### config.mk
export PLATFORM = sky130hd
export DESIGN_NAME = ysyx_25020037_gpr_sb_flat
export DESIGN_NICKNAME = d
export VERILOG_FILES = /design/src/rtl/ysyx_25020037_gpr_sb_pkg.sv /design/src/rtl/ysyx_25020037_gpr_sb_if.sv /design/src/rtl/ysyx_25020037_sb_cnt.sv /design/src/rtl/ysyx_25020037_gpr_sb.sv /design/src/flat_wrapper.sv
export SDC_FILE = /design/constraint.sdc
export NUM_CORES = 1
export LEC_CHECK = 0
export BUFFER_PORTS_ARGS = -buffer_cell sky130_fd_sc_hd__buf_4
export CORE_MARGIN = 10
export CORE_UTILIZATION = 54
export DETAILED_ROUTE_END_ITERATION = 8
export GPL_TIMING_DRIVEN = 1
export MAX_ROUTING_LAYER = met4
export PLACE_DENSITY_LB_ADDON = 0.08
export SYNTH_ARGS = -nofsm -noshare
export SYNTH_HDL_FRONTEND = slang
export SYNTH_SLANG_ARGS = --single-unit
export TNS_END_PERCENT = 30
### constraint.sdc
create_clock -name clk -period 2.94 [get_ports clk]
set_clock_uncertainty 0.1 [all_clocks]
set_input_delay 0.588 -clock clk [delete_from_list [all_inputs] [get_ports clk]]
set_output_delay 0.588 -clock clk [all_outputs]
set_load 0.03 [all_outputs]
### src/rtl/ysyx_25020037_gpr_sb_pkg.sv
// Shared configuration for the GPR scoreboard: default sizes and the issue/retire bus structs.
package ysyx_25020037_gpr_sb_pkg;
  localparam int SB_NREG     = 16;
  localparam int SB_CNT_W    = 2;
  localparam int SB_MAX_INFL = 4;
  localparam int REG_IDX_W   = 4;
  localparam int INFL_W      = 3;

  typedef struct packed {
    logic [REG_IDX_W-1:0] rs1;
    logic                 rs1_en;
    logic [REG_IDX_W-1:0] rs2;
    logic                 rs2_en;
    logic [REG_IDX_W-1:0] rd;
    logic                 rd_en;
    logic                 csr;
  } sb_iss_t;

  typedef struct packed {
    logic [REG_IDX_W-1:0] rd;
    logic                 rd_en;
    logic                 csr;
  } sb_wb_t;
endpackage

### src/rtl/ysyx_25020037_gpr_sb_if.sv
// Issue (IDU side) and retire (WBU side) buses seen by the GPR scoreboard.
interface ysyx_25020037_gpr_sb_if;
  import ysyx_25020037_gpr_sb_pkg::*;

  logic    iss_valid;
  logic    iss_ready;
  sb_iss_t iss;
  logic    wb_valid;
  sb_wb_t  wb;

  modport master (output iss_valid, iss, wb_valid, wb, input iss_ready);
  modport slave  (input iss_valid, iss, wb_valid, wb, output iss_ready);
endinterface

### src/rtl/ysyx_25020037_sb_cnt.sv
// Saturating up/down pending counter with synchronous clear and an underflow pulse.
module ysyx_25020037_sb_cnt #(
  parameter int W = 2
) (
  input  logic         clk,
  input  logic         rst,
  input  logic         clr,
  input  logic         inc,
  input  logic         dec,
  output logic [W-1:0] cnt,
  output logic         udf
);
  logic [W-1:0] cnt_nxt;
  logic         zero, full;

  assign zero = (cnt == '0);
  assign full = (cnt == '1);
  // A retire matched by a same-cycle issue nets to zero and is never an underflow.
  assign udf  = dec & ~inc & zero & ~clr;

  always_comb begin
    cnt_nxt = cnt;
    if (clr)                    cnt_nxt = '0;
    else if (inc & ~dec & ~full) cnt_nxt = cnt + 1'b1;
    else if (dec & ~inc & ~zero) cnt_nxt = cnt - 1'b1;
  end

  always_ff @(posedge clk or posedge rst) begin
    if (rst) cnt <= '0;
    else     cnt <= cnt_nxt;
  end
endmodule

### src/rtl/ysyx_25020037_gpr_sb.sv
// GPR/CSR hazard scoreboard gating IDU issue. Define YSYX_25020037_SB_BYPASS_EN to let
// stall checks see counters already decremented by a same-cycle retire.
module ysyx_25020037_gpr_sb
  import ysyx_25020037_gpr_sb_pkg::*;
#(
  parameter int NREG     = SB_NREG,
  parameter int CNT_W    = SB_CNT_W,
  parameter int MAX_INFL = SB_MAX_INFL
) (
  input  logic                  clk,
  input  logic                  rst,
  ysyx_25020037_gpr_sb_if.slave sb,
  input  logic                  flush,
  output logic [INFL_W-1:0]     infl_cnt,
  output logic                  sb_err
);
  logic [NREG-1:0][CNT_W-1:0] pend, pend_chk;
  logic [NREG-1:0]            udf;
  logic [CNT_W-1:0]           csr_pend, csr_chk;
  logic [INFL_W-1:0]          infl_chk;
  logic                       csr_udf, infl_udf, fire;
  logic                       raw_stall, waw_stall, csr_stall, cap_stall;

  assign fire = sb.iss_valid & sb.iss_ready;

  for (genvar g = 0; g < NREG; g++) begin : g_reg
    if (g == 0) begin : g_x0
      assign pend[g]     = '0;
      assign pend_chk[g] = '0;
      assign udf[g]      = 1'b0;
    end else begin : g_trk
      logic inc, dec;
      assign inc = fire & sb.iss.rd_en & (sb.iss.rd == REG_IDX_W'(g));
      assign dec = sb.wb_valid & sb.wb.rd_en & (sb.wb.rd == REG_IDX_W'(g));
      ysyx_25020037_sb_cnt #(.W(CNT_W)) u_cnt (
        .clk(clk), .rst(rst), .clr(flush), .inc(inc), .dec(dec),
        .cnt(pend[g]), .udf(udf[g])
      );
`ifdef YSYX_25020037_SB_BYPASS_EN
      assign pend_chk[g] = (dec && pend[g] != '0) ? pend[g] - 1'b1 : pend[g];
`else
      assign pend_chk[g] = pend[g];
`endif
    end
  end

  ysyx_25020037_sb_cnt #(.W(CNT_W)) u_csr (
    .clk(clk), .rst(rst), .clr(flush),
    .inc(fire & sb.iss.csr), .dec(sb.wb_valid & sb.wb.csr),
    .cnt(csr_pend), .udf(csr_udf)
  );

  ysyx_25020037_sb_cnt #(.W(INFL_W)) u_infl (
    .clk(clk), .rst(rst), .clr(flush),
    .inc(fire), .dec(sb.wb_valid),
    .cnt(infl_cnt), .udf(infl_udf)
  );

`ifdef YSYX_25020037_SB_BYPASS_EN
  assign csr_chk  = (sb.wb_valid && sb.wb.csr && csr_pend != '0) ? csr_pend - 1'b1 : csr_pend;
  assign infl_chk = (sb.wb_valid && infl_cnt != '0) ? infl_cnt - 1'b1 : infl_cnt;
`else
  assign csr_chk  = csr_pend;
  assign infl_chk = infl_cnt;
`endif

  // Ready is a pure function of the offered fields, never of iss_valid.
  always_comb begin
    raw_stall = (sb.iss.rs1_en && pend_chk[sb.iss.rs1] != '0) ||
                (sb.iss.rs2_en && pend_chk[sb.iss.rs2] != '0);
    waw_stall = sb.iss.rd_en && (sb.iss.rd != '0) && (pend_chk[sb.iss.rd] == '1);
    csr_stall = sb.iss.csr && (csr_chk != '0);
    cap_stall = (infl_chk == INFL_W'(MAX_INFL));
    sb.iss_ready = ~(raw_stall | waw_stall | csr_stall | cap_stall);
  end

  always_ff @(posedge clk or posedge rst) begin
    if (rst)                                 sb_err <= 1'b0;
    else if ((|udf) || csr_udf || infl_udf) sb_err <= 1'b1;
  end
endmodule

### src/flat_wrapper.sv
// flat-port wrapper written by rule: the top's interface ports become plain ports
module ysyx_25020037_gpr_sb_flat import ysyx_25020037_gpr_sb_pkg::*;
#(
  parameter int NREG     = SB_NREG,
  parameter int CNT_W    = SB_CNT_W,
  parameter int MAX_INFL = SB_MAX_INFL
)
  (clk, rst, flush, infl_cnt, sb_err, sb_iss_valid, sb_iss, sb_wb_valid, sb_wb, sb_iss_ready);
  ysyx_25020037_gpr_sb_if sb_i ();
  input  logic clk;
  input  logic rst;
  input  logic flush;
  output logic [INFL_W-1:0] infl_cnt;
  output logic sb_err;
  input wire logic [$bits(sb_i.iss_valid)-1:0] sb_iss_valid;
  input wire logic [$bits(sb_i.iss)-1:0] sb_iss;
  input wire logic [$bits(sb_i.wb_valid)-1:0] sb_wb_valid;
  input wire logic [$bits(sb_i.wb)-1:0] sb_wb;
  output wire logic [$bits(sb_i.iss_ready)-1:0] sb_iss_ready;
  assign sb_i.iss_valid = sb_iss_valid;
  assign sb_i.iss = sb_iss;
  assign sb_i.wb_valid = sb_wb_valid;
  assign sb_i.wb = sb_wb;
  assign sb_iss_ready = sb_i.iss_ready;
  ysyx_25020037_gpr_sb #(.NREG(NREG), .CNT_W(CNT_W), .MAX_INFL(MAX_INFL)) u_core (.clk(clk), .rst(rst), .sb(sb_i), .flush(flush), .infl_cnt(infl_cnt), .sb_err(sb_err));
endmodule
# [Word level (Yosys, flattened, before mapping)]
# Cells that the tools add are included.
[word_totals] output_inout_bits=5 input_bits=27 register_bits=36
[classes] n_reduce_logical=47 muxes=57 bitwise_logic=210 eq_ne=49 n_addsub=34 n_lt_le_gt_ge=3
[op_table] cell="$and A1 B1 Y1" count=137
[op_table] cell="$mux W2" count=51
[op_table] cell="$not A1 Y1" count=70
[op_table] cell="$eq A4 B4 Y1 const B" count=16
[op_table] cell="$reduce_bool A3 Y1" count=17
[op_table] cell="$eq A2 B2 Y1 const B" count=17
[op_table] cell="$add A2 B1 Y2 const B" count=16
[op_table] cell="$eq A4 B3 Y1 const B" count=8
[op_table] cell="$logic_not A2 Y1" count=16
[op_table] cell="$sub A2 B1 Y2 const B" count=16
[op_table] cell="$bmux W2 S4" count=3
[op_table] cell="$eq A4 B2 Y1 const B" count=4
[op_table] cell="$lt A4 B5 Y1 const B" count=3
[op_table] cell="$reduce_or A15 Y1" count=1
[op_table] cell="$mux W3" count=3
[op_table] cell="$eq A4 B1 Y1 const B" count=2
[op_table] cell="$eq A3 B3 Y1 const B" count=2
[op_table] cell="$reduce_bool A2 Y1" count=3
[op_table] cell="$logic_and A1 B1 Y1" count=5
[op_table] cell="$reduce_bool A4 Y1" count=1
[op_table] cell="$add A3 B1 Y3 const B" count=1
[op_table] cell="$logic_not A3 Y1" count=1
[op_table] cell="$logic_or A1 B1 Y1" count=3
[op_table] cell="$or A1 B1 Y1" count=3
[op_table] cell="$sub A3 B1 Y3 const B" count=1

# [Longest topological paths before layout]
[logic_depth] depth_word=19 mapped_depth=13 mapped_depth_nobuf=11

# [Modules after synthesis]
# From an unflattened synthesis, not the netlist that was laid out.
[unflattened] hier_cells=464 area_unflattened_um2=3563.4
[modules_own_cells] mod="ysyx_25020037_sb_cnt (u_core.g_reg[10].g_trk.u_cnt ...)" cells_each=16 instances=16 area_per_inst_um2=128.9
[modules_own_cells] mod="ysyx_25020037_gpr_sb" cells_each=167 instances=1 area_per_inst_um2=1189.9
[modules_own_cells] mod="ysyx_25020037_sb_cnt (u_core.u_infl)" cells_each=41 instances=1 area_per_inst_um2=311.5

# [Least setup slack after synthesis]
# Ideal clock, no wire load.
[synth_timing] kind="input to register" from="input port sb_iss[2]" to="register u_core.u_infl.cnt[2]" arrival_ns=2.921 setup_ns=0.124 setup_slack_ns=-0.205 path_buffers=2 stages=13 path_cell_list="buf_2 > mux4_2 > inv_1 > a21oi_1 > o221ai_2 > nand4_4 > inv_2 > and3_1 > clkbuf_1 > fa_1 > xnor2_1 > and3b_1 > a211o_1"
[synth_via] elab_chain_len=13 elab_cells_between_ends=19
[synth_rtl] element="from (decl)" line_no="flat_wrapper.sv:16" text="input wire logic [$bits(sb_i.iss)-1:0] sb_iss;"
[synth_rtl] element="$bmux W2 S4" line_no="ysyx_25020037_gpr_sb.sv:71" text="waw_stall = sb.iss.rd_en && (sb.iss.rd != '0) && (pend_chk[sb.iss.rd] == '1);"
[synth_rtl] element="$mux W2 (implied by the code)" line_no="ysyx_25020037_gpr_sb.sv:71"
[synth_rtl] element="$eq A2 B2 Y1" line_no="ysyx_25020037_gpr_sb.sv:71"
[synth_rtl] element="$logic_and A1 B1 Y1 (*)" line_no="ysyx_25020037_gpr_sb.sv:71"
[synth_rtl] element="$or A1 B1 Y1 (*) (3 in a row)" line_no="ysyx_25020037_gpr_sb.sv:74" text="sb.iss_ready = ~(raw_stall | waw_stall | csr_stall | cap_stall);"
[synth_rtl] element="$not A1 Y1 (*)" line_no="ysyx_25020037_gpr_sb.sv:74"
[synth_rtl] element="net sb_iss_ready" line_no="flat_wrapper.sv:19" text="output wire logic [$bits(sb_i.iss_ready)-1:0] sb_iss_ready;"
[synth_rtl] element="$and A1 B1 Y1 (*)" line_no="ysyx_25020037_gpr_sb.sv:24" text="assign fire = sb.iss_valid & sb.iss_ready;"
[synth_rtl] element="$and A1 B1 Y1 / $not A1 Y1 (equally long branches)" line_no="ysyx_25020037_sb_cnt.sv:24, ysyx_25020037_sb_cnt.sv:25"
[synth_rtl] element="$and A1 B1 Y1, on equally long branches" line_no="ysyx_25020037_sb_cnt.sv:24, ysyx_25020037_sb_cnt.sv:25"
[synth_rtl] element="$mux W3 / $and A1 B1 Y1 (equally long branches)" line_no="ysyx_25020037_sb_cnt.sv:24, ysyx_25020037_sb_cnt.sv:25"
[synth_rtl] element="$mux W3 / $reduce_bool A3 Y1 (equally long branches)"
[synth_rtl] element="to (signal assigned)" line_no="ysyx_25020037_sb_cnt.sv:30" text="else cnt <= cnt_nxt;"
[synth_rtl] element="to (decl)" line_no="ysyx_25020037_sb_cnt.sv:10" text="output logic [W-1:0] cnt,"
# The timed path passes the listed nets; every way through them passes the cells marked *. The select of a mux whose other input is x is not followed.
# A chain may end at the register's enable or synchronous reset.

# [Worst setup path after layout]
[layout_timing] from="register u_core.g_reg[1].g_trk.u_cnt.cnt[1]" to="register u_core.sb_err"
[layout_via] elab_chain_len=19 elab_cells_between_ends=107
[layout_rtl] element="from (decl)" line_no="ysyx_25020037_sb_cnt.sv:10"
[layout_rtl] element="from (signal assigned)" line_no="ysyx_25020037_sb_cnt.sv:30"
[layout_rtl] element="$bmux W2 S4, on equally long branches" line_no="ysyx_25020037_gpr_sb.sv:69, ysyx_25020037_gpr_sb.sv:70"
[layout_rtl] element="$mux W2, on equally long branches" line_no="ysyx_25020037_gpr_sb.sv:69, ysyx_25020037_gpr_sb.sv:70"
[layout_rtl] element="$reduce_bool A2 Y1, on equally long branches" line_no="ysyx_25020037_gpr_sb.sv:69, ysyx_25020037_gpr_sb.sv:70"
[layout_rtl] element="$logic_and A1 B1 Y1, on equally long branches" line_no="ysyx_25020037_gpr_sb.sv:69, ysyx_25020037_gpr_sb.sv:70"
[layout_rtl] element="$logic_or A1 B1 Y1" line_no="ysyx_25020037_gpr_sb.sv:69" text="raw_stall = (sb.iss.rs1_en && pend_chk[sb.iss.rs1] != '0) ||"
[layout_rtl] element="$or A1 B1 Y1 (3 in a row)" line_no="ysyx_25020037_gpr_sb.sv:74"
[layout_rtl] element="$not A1 Y1" line_no="ysyx_25020037_gpr_sb.sv:74"
[layout_rtl] element="$and A1 B1 Y1" line_no="ysyx_25020037_gpr_sb.sv:24"
[layout_rtl] element="$and A1 B1 Y1 (2 in a row)" line_no="ysyx_25020037_gpr_sb.sv:33" text="assign inc = fire & sb.iss.rd_en & (sb.iss.rd == REG_IDX_W'(g));"
[layout_rtl] element="$not A1 Y1" line_no="ysyx_25020037_sb_cnt.sv:19" text="assign udf = dec & ~inc & zero & ~clr;"
[layout_rtl] element="$and A1 B1 Y1 (3 in a row)" line_no="ysyx_25020037_sb_cnt.sv:19"
[layout_rtl] element="$reduce_or A15 Y1" line_no="ysyx_25020037_gpr_sb.sv:79" text="else if ((|udf) || csr_udf || infl_udf) sb_err <= 1'b1;"
[layout_rtl] element="$logic_or A1 B1 Y1" line_no="ysyx_25020037_gpr_sb.sv:79"
[layout_rtl] element="$logic_or A1 B1 Y1 (*)" line_no="ysyx_25020037_gpr_sb.sv:79"
[layout_rtl] element="to (signal assigned)" line_no="ysyx_25020037_gpr_sb.sv:78" text="if (rst) sb_err <= 1'b0;"
[layout_rtl] element="to (signal assigned)" line_no="ysyx_25020037_gpr_sb.sv:79"
[layout_rtl] element="to (decl)" line_no="ysyx_25020037_gpr_sb.sv:15" text="output logic sb_err"
# Mark *: on every way between the ends. The rest lies on a longest branch, timed or not. The select of a mux whose other input is x is not followed.

==> impl_metrics.csv <==
group,metric,value,unit
global_route,antenna_found_initial,0,
power,total_power,1.51,mW
cts,clockBufferDepth,2,
power,swShare,36.0,%
sta,period_minus_slack,2.98,ns
cts,hold_buffers,0,
global_route,grt.overflow.total,0,
floorplanning,die-area,0.00883,mm²
floorplanning,die_w,93.9,µm
global_route,grt_pass1_wl,16.3,mm
run_status,status,"finished with violations",
run_status,violations,"setup timing",
floorplanning,pin_count,32,
synth,synth_area_leaders,"dfrtp_1 (31%), mux4_2 (6.1%), nor2_1 (5.7%), nor3_1 (4.7%), a21oi_1 (4.2%)",
placement,io_buffers,31,
cts,clock-sinks,36,
global_route,gr-usage-met2,38.7,%
sta,worst_slew_pin_slew,0.582,ns
sta,relSlewSlack,61.2,%
power,p_int,0.968,mW
synth,synthesis.area,0.00295,mm²
cts,clk_latency,0.29,ns
power,seq_power_share,36.6,%
critical_path,cp_max_fo,7,
floorplanning,dieHeight,93.9,µm
power,power_switching,0.545,mW
critical_path,critPathLaunch,"u_core.g_reg[1].g_trk.u_cnt.cnt[1]",
final_layout,fillers,371,
sta,setup_viol,4,
synth,synth-warning-count,0,
critical_path,crit_required,2.99,ns
floorplanning,coreArea,0.00520,mm²
synth,synth-seq-area-share,30.5,%
global_route,grt_pass1_vias,3260,
drt,routed_wl,9.97,mm
power,power_density,371,mW/mm²
critical_path,crit_chain,"nor2_1, nor3b_1, or3_1, nand4b_1, nand4_4, bufbuf_16, o311ai_2, o2111ai_1, a2111oi_2, a32oi_1",
final_layout,drive_gt1_share,37.4,%
final_layout,insertedDiodeCount,0,
floorplanning,start_util,56.7,%
power,power_frac_clock,23.2,%
critical_path,critPathCaptureType,"flop",
drt,vias_per_cell,6.39,
placement,dpl.hpwl,7.42,mm
global_route,grt_max_degree,40,
critical_path,r2r_start,"u_core.g_reg[1].g_trk.u_cnt.cnt[1]",
sta,finalHoldViolations,0,
global_route,grt_use_total,23.5,%
final_layout,nNetsFinal,482,
critical_path,critPathKind,"flop to flop",
cts,cts_made_buffers,5,
placement,gp_congestion,0.977,
power,ir_worst_vdd,0.000290,V
power,pwr-share-comb,40.2,%
hold_path,hp-class,"primary input to async pin",
synth,ys_async_sr_fraction,100,%
cts,htreeDepth,2,
global_route,met3_usage,3.36,%
drt,ant_nets,0,
critical_path,max_stage_delay,0.45,ns
run,max_cap_violations,0,
sta,grt_setup_unrepaired,"true",
critical_path,crit_arrival,3.04,ns
synth,synth_area_per_cell,8.27,µm²
final_layout,area_growth,38.1,%
sta,fmax,336,MHz
drt,dr.pass1.iters,5,
critical_path,cp-start-kind,"flop",
global_route,top_usage_layer,"met2",
synth,synth_seq_cells,36,
synth,synth_edf_count,0,
drt,wl_per_cell,19.0,µm
placement,detailedPlace.worstSlack,-0.390,ns
drt,drcViolationCount,0,
synth,syn-num-nets,385,
synth,yosys.area.top_type,"dfrtp_1",
global_route,grt_use_met1,28.4,%
cts,root_buffer,"clkbuf_8",
drt,drtIter0Drc,260,
drt,vias,3348,
final_layout,multiInputGateArea,0.00210,mm²
synth,synth_cell_types,54,
cts,clk_pin_slew_worst_paths,0.08,ns
sta,worst_slack,-0.0405,ns
floorplanning,rows,26,
power,power.leakage,1.75,nW
critical_path,slowest_stage,"dfrtp_1",
sta,maxSlewViolCount,0,
sta,whs,0.258,ns
sta,fin_crit_sh,101,%
cts,cts_tree,"built",
final_layout,seq_area,906,µm²
synth,yosys.area.top_type_share,30.5,%
sta,tns,-0.0872,ns
synth,netlist_instances,357,
final_layout,post-route-util,78.4,%
synth,synth-main-ff-cell,"dfrtp_1",
-- critical path: cells and delay by family, from the launching register on --
family / cells / cell delay, ns
and+or+nand+nor: 5 / 1.10
AOI/OAI and AO/OA: 4 / 0.88
DFF: 1 / 0.45
buffers and inverters: 1 / 0.30
-- layer usage --
layer / up-vias / share of wire (%)
li1: 1550 / -
met1: 1605 / 41
met2: 165 / 49
met3: 28 / 6.8
met4: 0 / 2.8
met5: - / 0
-- cell usage after synthesis (9+ instances only) --
| master | number |
|---|---|
| o21a_1 | 9 |
| a211oi_1 | 16 |
| o21ai_0 | 21 |
| nor3_1 | 28 |
| inv_1 | 14 |
| nor2_1 | 45 |
| nor4_1 | 13 |
| dfrtp_1 | 36 |
| nand2_1 | 25 |
| clkbuf_1 | 10 |
| a21oi_1 | 25 |
-- worst paths after layout --
kind,cells after the start,slack (ns),endpoint
min in group clk,1,0.49,u_core.u_csr.cnt[1]
setup reg to reg,10,-0.04,u_core.sb_err
max in group asynchronous,3,1.73,u_core.g_reg[12].g_trk.u_cnt.cnt[1]
hold reg to reg,1,0.49,u_core.u_csr.cnt[1]
setup / recovery,10,-0.04,u_core.sb_err
hold / removal,2,0.26,u_core.g_reg[6].g_trk.u_cnt.cnt[0]
-- cells by family after synthesis --
family,Yosys count,synth area share [%]
simple gates,164,28.5
compound gates,106,23.9
flops,36,30.5
buf+inv,28,4.11
mux,19,11.4
xor+xnor,3,0.890
fa+ha+maj,1,0.678
-- registers in the layout, indices dropped and copies added (netlist names) --
name / flops
u_core.g.g_trk.u_cnt.cnt: 30
u_core.u_infl.cnt: 3
u_core.u_csr.cnt: 2
u_core.sb_err: 1
-- area by class of cell --
type	instances	area share, %
flip-flops and latches	36	22.2
inverters	15	1.50
clock inverters	1	0.123
clock buffers	6	1.78
repair buffers	103	20.7
well taps	70	2.15
multi-input cells	293	51.5
-- power by group through the flow --
stage | clock network, mW | logic (mW) | registers, mW
finish | 0.351 | 0.608 | 0.554
global route | 0.363 | 0.648 | 0.557
CTS | 0.353 | 0.566 | 0.553
detailed placement | 0 | 0.485 | 0.562
global placement | 0 | 0.473 | 0.561
floorplan | 0 | 0.245 | 0.595
-- repair_timing --
action,4_1_cts,5_1_grt
cloned,1,0
pin swaps,7,1
setup buffers,4,0
endpoints found under the setup margin,6,16
gates resized for setup,27,23
-- placed cells by master, fill, tap and decap left out, types with 5 or more instances in the layout --
master,n
nand2_1,25
o21ai_0,21
mux4_2,10
inv_1,14
a21oi_1,25
and2_1,7
nand2b_1,7
nor4_1,12
nor2b_1,6
clkbuf_8,5
nand3_1,8
a211oi_1,15
nor2_1,39
buf_4,95
o21a_1,9
nor3_1,24
nor2_2,5
dfrtp_1,32
-- stage by stage --
stage          instances  area (µm²)
2_1_floorplan        357        2970
3_5_place_dp         512        3750
5_1_grt              524        4080
6_report             524        4080
4_1_cts              524        3980
3_3_place_gp         512        3750
(Power assumes the default switching activity.)
